===== src/rtl/alu_pkg.sv =====
// Shared encodings for the bit-serial ALU: opcodes and controller states.
package alu_pkg;

    // Operation select codes presented on the op port
    localparam logic [1:0] OP_ADD = 2'b00;
    localparam logic [1:0] OP_SUB = 2'b01;
    localparam logic [1:0] OP_AND = 2'b10;
    localparam logic [1:0] OP_XOR = 2'b11;

    // Controller states
    typedef enum logic [1:0] {
        S_IDLE = 2'b00,
        S_RUN  = 2'b01,
        S_DONE = 2'b10
    } state_t;

    // ADD and SUB ripple a carry through the adder cell; the logic ops do not
    function automatic logic is_arith(input logic [1:0] op);
        return (op == OP_ADD) || (op == OP_SUB);
    endfunction

endpackage


===== src/rtl/full_adder_cell.sv =====
// Single-bit full adder: the one arithmetic cell reused for every bit position.
module full_adder_cell (
    input  logic a,
    input  logic b,
    input  logic cin,
    output logic s,
    output logic cout
);

    // Sum is the parity of the three inputs, carry is their majority
    always_comb begin
        s    = a ^ b ^ cin;
        cout = (a & b) | (a & cin) | (b & cin);
    end

endmodule


===== src/rtl/bit_serial_alu.sv =====
// Bit-serial ALU: one operand bit per clock, LSB first, through a single
// full-adder cell with a registered carry. Start/busy/done handshake.
module bit_serial_alu
    import alu_pkg::*;
#(
    parameter int WIDTH = 8
) (
    input  logic             clk,
    input  logic             rst,
    input  logic             start,
    input  logic [1:0]       op,
    input  logic [WIDTH-1:0] a,
    input  logic [WIDTH-1:0] b,
    output logic             busy,
    output logic             done,
    output logic [WIDTH-1:0] result,
    output logic             cout,
    output logic             zero
);

    localparam int CNT_W = $clog2(WIDTH + 1);
    localparam logic [CNT_W-1:0] LAST_CNT = CNT_W'(WIDTH - 1);

    state_t           state;
    state_t           state_next;
    logic [CNT_W-1:0] cnt;
    logic [WIDTH-1:0] a_sr;
    logic [WIDTH-1:0] b_sr;
    logic [WIDTH-1:0] res_sr;
    logic [1:0]       op_q;
    logic             carry;

    logic             accept;
    logic             last_bit;
    logic             fa_s;
    logic             fa_cout;
    logic             bit_s;
    logic             carry_next;
    logic [WIDTH-1:0] res_next;

    // A new request is taken whenever the datapath is not mid-operation,
    // which includes the DONE cycle so operations can run back-to-back.
    assign accept   = start && (state != S_RUN);
    assign last_bit = (state == S_RUN) && (cnt == LAST_CNT);
    assign busy     = (state == S_RUN);
    assign done     = (state == S_DONE);

    full_adder_cell u_fa (
        .a    (a_sr[0]),
        .b    (b_sr[0]),
        .cin  (carry),
        .s    (fa_s),
        .cout (fa_cout)
    );

    // Select this cycle's result bit and carry update from the latched opcode
    always_comb begin
        bit_s      = 1'b0;
        carry_next = carry;
        case (op_q)
            OP_ADD, OP_SUB: begin
                bit_s      = fa_s;
                carry_next = fa_cout;
            end
            OP_AND:  bit_s = a_sr[0] & b_sr[0];
            OP_XOR:  bit_s = a_sr[0] ^ b_sr[0];
            default: bit_s = 1'b0;
        endcase
        // Result bits enter at the MSB so the LSB ends up at bit 0 after WIDTH shifts
        res_next = {bit_s, res_sr[WIDTH-1:1]};
    end

    // Controller state register
    always_ff @(posedge clk or posedge rst) begin
        if (rst) begin
            state <= S_IDLE;
        end else begin
            state <= state_next;
        end
    end

    // Controller next-state decode
    always_comb begin
        state_next = state;
        case (state)
            S_IDLE:  state_next = start ? S_RUN : S_IDLE;
            S_RUN:   state_next = last_bit ? S_DONE : S_RUN;
            S_DONE:  state_next = start ? S_RUN : S_IDLE;
            default: state_next = S_IDLE;
        endcase
    end

    // Operand/result shift registers, carry, bit counter and published outputs
    always_ff @(posedge clk or posedge rst) begin
        if (rst) begin
            cnt    <= '0;
            a_sr   <= '0;
            b_sr   <= '0;
            res_sr <= '0;
            op_q   <= OP_ADD;
            carry  <= 1'b0;
            result <= '0;
            cout   <= 1'b0;
            zero   <= 1'b0;
        end else if (accept) begin
            // Subtraction is a + ~b + 1: invert B here and seed the carry with 1
            a_sr  <= a;
            b_sr  <= (op == OP_SUB) ? ~b : b;
            op_q  <= op;
            carry <= (op == OP_SUB);
            cnt   <= '0;
        end else if (state == S_RUN) begin
            a_sr   <= a_sr >> 1;
            b_sr   <= b_sr >> 1;
            res_sr <= res_next;
            carry  <= carry_next;
            cnt    <= cnt + 1'b1;
            if (last_bit) begin
                // Outputs move only here, so they hold steady between done pulses
                result <= res_next;
                cout   <= is_arith(op_q) ? fa_cout : 1'b0;
                zero   <= (res_next == '0);
            end
        end
    end

endmodule


===== config.mk =====
export PLATFORM = sky130hd
export DESIGN_NAME = bit_serial_alu
export DESIGN_NICKNAME = d
export VERILOG_FILES = /design/src/rtl/alu_pkg.sv /design/src/rtl/full_adder_cell.sv /design/src/rtl/bit_serial_alu.sv
export SDC_FILE = /design/constraint.sdc
export NUM_CORES = 1
export LEC_CHECK = 0
export CORE_AREA = 8 8 75 77
export DETAILED_ROUTE_END_ITERATION = 16
export DIE_AREA = 0 0 83 85
export PLACE_DENSITY = 0.78
export SLEW_MARGIN = 30
export SYNTH_ARGS = -nofsm -noshare
export SYNTH_HDL_FRONTEND = slang
export SYNTH_HIERARCHICAL = 1
export SYNTH_SLANG_ARGS = --single-unit

===== constraint.sdc =====
create_clock -name clk -period 2.5 [get_ports clk]
set_input_delay 0.375 -clock clk [delete_from_list [all_inputs] [get_ports clk]]
set_output_delay 0.375 -clock clk [all_outputs]
set_load 0.05 [all_outputs]

==> metrics.md <==
| Metric | Value |
|---|---|
| Setup crit start kind | register |
| Syn Nets | 216 |
| Max FO, Critical Path | 22 |
| Drt first pass iters | 4 |
| Hold_ws | 0.4737 ns |
| Num rows | 25 |
| Sw Share | 40.43% |
| Final worst path period share | 86.53% |
| Seq pwr share | between 40% and 50% |
| Syn avg cell area | around 10 um2 |
| Reg-to-reg slack, setup | a little over 0.8 ns |
| Leak | around 1.1 nW |
| Arr. time, crit path | ~1.8 ns |
| Top_reg_cell synth | dfrtp_1 |
| DP HPWL | between 2 and 3 mm |
| Clock-pin transition on the worst setup and hold timing paths | ~0.08 ns |
| Max IR drop VDD | 0.5062 mV |
| Xor/xnor share of the synthesized area | 3.615% |
| Die Width | ~83 um |
| TritonCTS clock tree | done |
| Deepest level of the CTS H-tree | 2 |
| Seq/Total Area, Yosys | around 54% |
| Slew HR | 63.26% |
| Setup Viol. Count Final | 0 |
| Area Growth Syn to Fin | 22.98% |
| Hold_buf cts | 0 |
| Ratio of cells with drive above 1 in the final layout | about 8.4% |
| Commonest non-fill, non-tap cell in the layout | nand2_1 |
| Crit. End Element | output pin |
| Initial Util | 42.73% |
| Vias in the first global route | ~1.5k |
| DRC Markers | 0 |
| Proportion of synthesized area in mux cells | between 5 and 6% |
| Finished Cell Area | around 2400 um2 |
| Main combinational cell family by area after synthesis | simple AND/OR/NAND/NOR gates |
| Overall Power | a little under 3 mW |
| Cell count after synthesis | 192 |
| Antenna cell count | 0 |
| DR iter-0 viols | 62 |
| Worst-skew pair later-pin latency | between 0.2 and 0.3 ns |
| Netlist Area Pre-Place | 1938 um2 |
| Power Internal | roughly 1.7 mW |
| RePlAce Congestion | 0.6969 |
| Clk sink count | 42 |
| NetSw | roughly 1.2 mW |
| Tot GR Track Use | between 10 and 15% |
| Synth async-reset ratio | 100.0% |
| Worst Hold Class | reg2reg |
| Adder-cell share of the synthesized area | under 10% |
| Ys Warns | 6 |
| EDFF count, synth | 0 |
| Port bufs | 32 |
| Crit path kind | reg2out |
| Total Wirelength | between 3 and 4 mm |
| Boundary pin count | 33 |
| Core Area | 4536 um2 |
| Setup Buffers After CTS | 0 |
| Compound-gate portion of the synthesized area | between 10% and 20% |
| DP Area | 2275 um2 |
| Most frequent cells in the layout | nand2_1, dfrtp_1, clkdlybuf4s50_1 |
| Via/cell ratio | slightly below 5 |
| Proportion of power drawn by the clock network | around 18% |
| Via count | approximately 1.4k |
| First-pass GRT wire length | roughly 6.7 mm |
| Total grt overflow | 0 |
| Fin util | a little over half |
| RSZ-0062 raised after global routing | no |
| Netlist cell types | 35 |
| Register bit total from synthesis | 42 |
| Slew Viols, Final | 0 |
| Worst slew pin tran | about 0.55 ns |
| Max-cap viol count | 0 |
| Final min period | roughly 2.2 ns |
| Run status | finished, final reports clean |
| Die Area | about 7100 um2 |
| Final layout net count | 248 |
| F_max | 462.3 MHz |
| Clock Path Buffers | 2 |
| Antenna Nets Post-Route | 0 |
| Post-Route Skew | slightly above 0.008 ns |
| Gate power share | between 40% and 50% |
| Post-cts gate resize count | 0 |
| Final setup TNS | 0 ns |
| Wire length per cell | about 13 um |
| CP Data Required Time | roughly 2.1 ns |
| Fillers | ~440 |
| Num CTS Buffers | 5 |
| Clk root buf | clkbuf_8 |
| Power density over the cells | 1230 nW/um2 |
| Largest net degree at the start of global routing | 43 |
| Antenna violations before repair | 0 |
| Post-Synth Simple-Gate Area | between 10% and 20% |
| Final hold vios | 0 |
| Die Y | ~85 um |
metal layers:
metal / share of wire (%) / up-vias / global-route usage (%)
met2: 48 / 26 / 19.02
li1: - / 706 / -
met4: 0.31 / 0 / 3.834
met3: 6.1 / 2 / 4.310
met5: 0 / - / 0
met1: 46 / 648 / 12.25
worst max-delay path, cell delays in order, from the launching register on:
cell and delay, ns:
dfrtp_1 0.37, nand2b_4 0.25, clkinv_4 0.08, clkdlybuf4s50_1 0.80
path summary, 6_finish.rpt:
check	end	start	cells past startpoint
max	busy	state[1]	3
min reg2reg	b_sr[0]	b_sr[1]	1
min in group asynchronous	res_sr[2]	rst	3
max reg2reg	zero	state[1]	7
max in group asynchronous	b_sr[7]	rst	3
min	b_sr[0]	b_sr[1]	1
state kept, by name (all words and copies together) (netlist names):
signal,cells
a_sr,8
b_sr,8
result,8
carry,1
state,2
res_sr,7
zero,1
cout,1
op_q,2
cnt,4
power by group through the flow:
stage | Clock, mW | Combinational, mW | Sequential, mW
CTS | 0.540 | 1.24 | 1.20
finish | 0.515 | 1.22 | 1.19
global placement | 0 | 1.20 | 1.20
global route | 0.570 | 1.36 | 1.24
floorplan | 0 | 0.671 | 1.42
detailed placement | 0 | 1.24 | 1.21
through the flow:
stage / cells / setup slack (ns)
after CTS: 279 / 0.3049
after floorplan: 192 / 1.015
after global placement: 271 / 0.6124
final: 279 / 0.3368
after detailed placement: 271 / 0.5721
after global routing: 279 / 0.2587
cell families after synthesis:
group | after synthesis
simple gates | 70
compound gates | 44
xor+xnor | 8
mux | 11
flops | 42
fa+ha+maj | 3
buf+inv | 14
synth_stat cells, types with 2 or more instances:
| master | instances | area share (%) |
|---|---|---|
| a21o_1 | 7 | 2.7 |
| a21oi_1 | 8 | 2.1 |
| buf_2 | 6 | 1.5 |
| buf_6 | 2 | 1.2 |
| dfrtp_1 | 42 | 54 |
| ha_1 | 2 | 1.3 |
| inv_1 | 2 | 0.39 |
| mux2_2 | 2 | 1.2 |
| mux2i_1 | 9 | 4.6 |
| nand2_1 | 56 | 11 |
| nor2_1 | 4 | 0.77 |
| o21ai_0 | 22 | 5.7 |
| xnor2_1 | 8 | 3.6 |
cell type report:
| class | instances | area [um2] | share of cell area [%] |
|---|---|---|---|
| inverters | 4 | 25.02 | 1.050 |
| multi-input cells | 136 | 788.3 | 33.07 |
| repair buffers | 35 | 342.8 | 14.38 |
| well taps | 54 | 67.56 | 2.835 |
| flip-flops and latches | 42 | 1051 | 44.09 |
| clock inverters | 3 | 40.04 | 1.680 |
| clock buffers | 5 | 68.82 | 2.887 |
(Power assumes the default switching activity.)
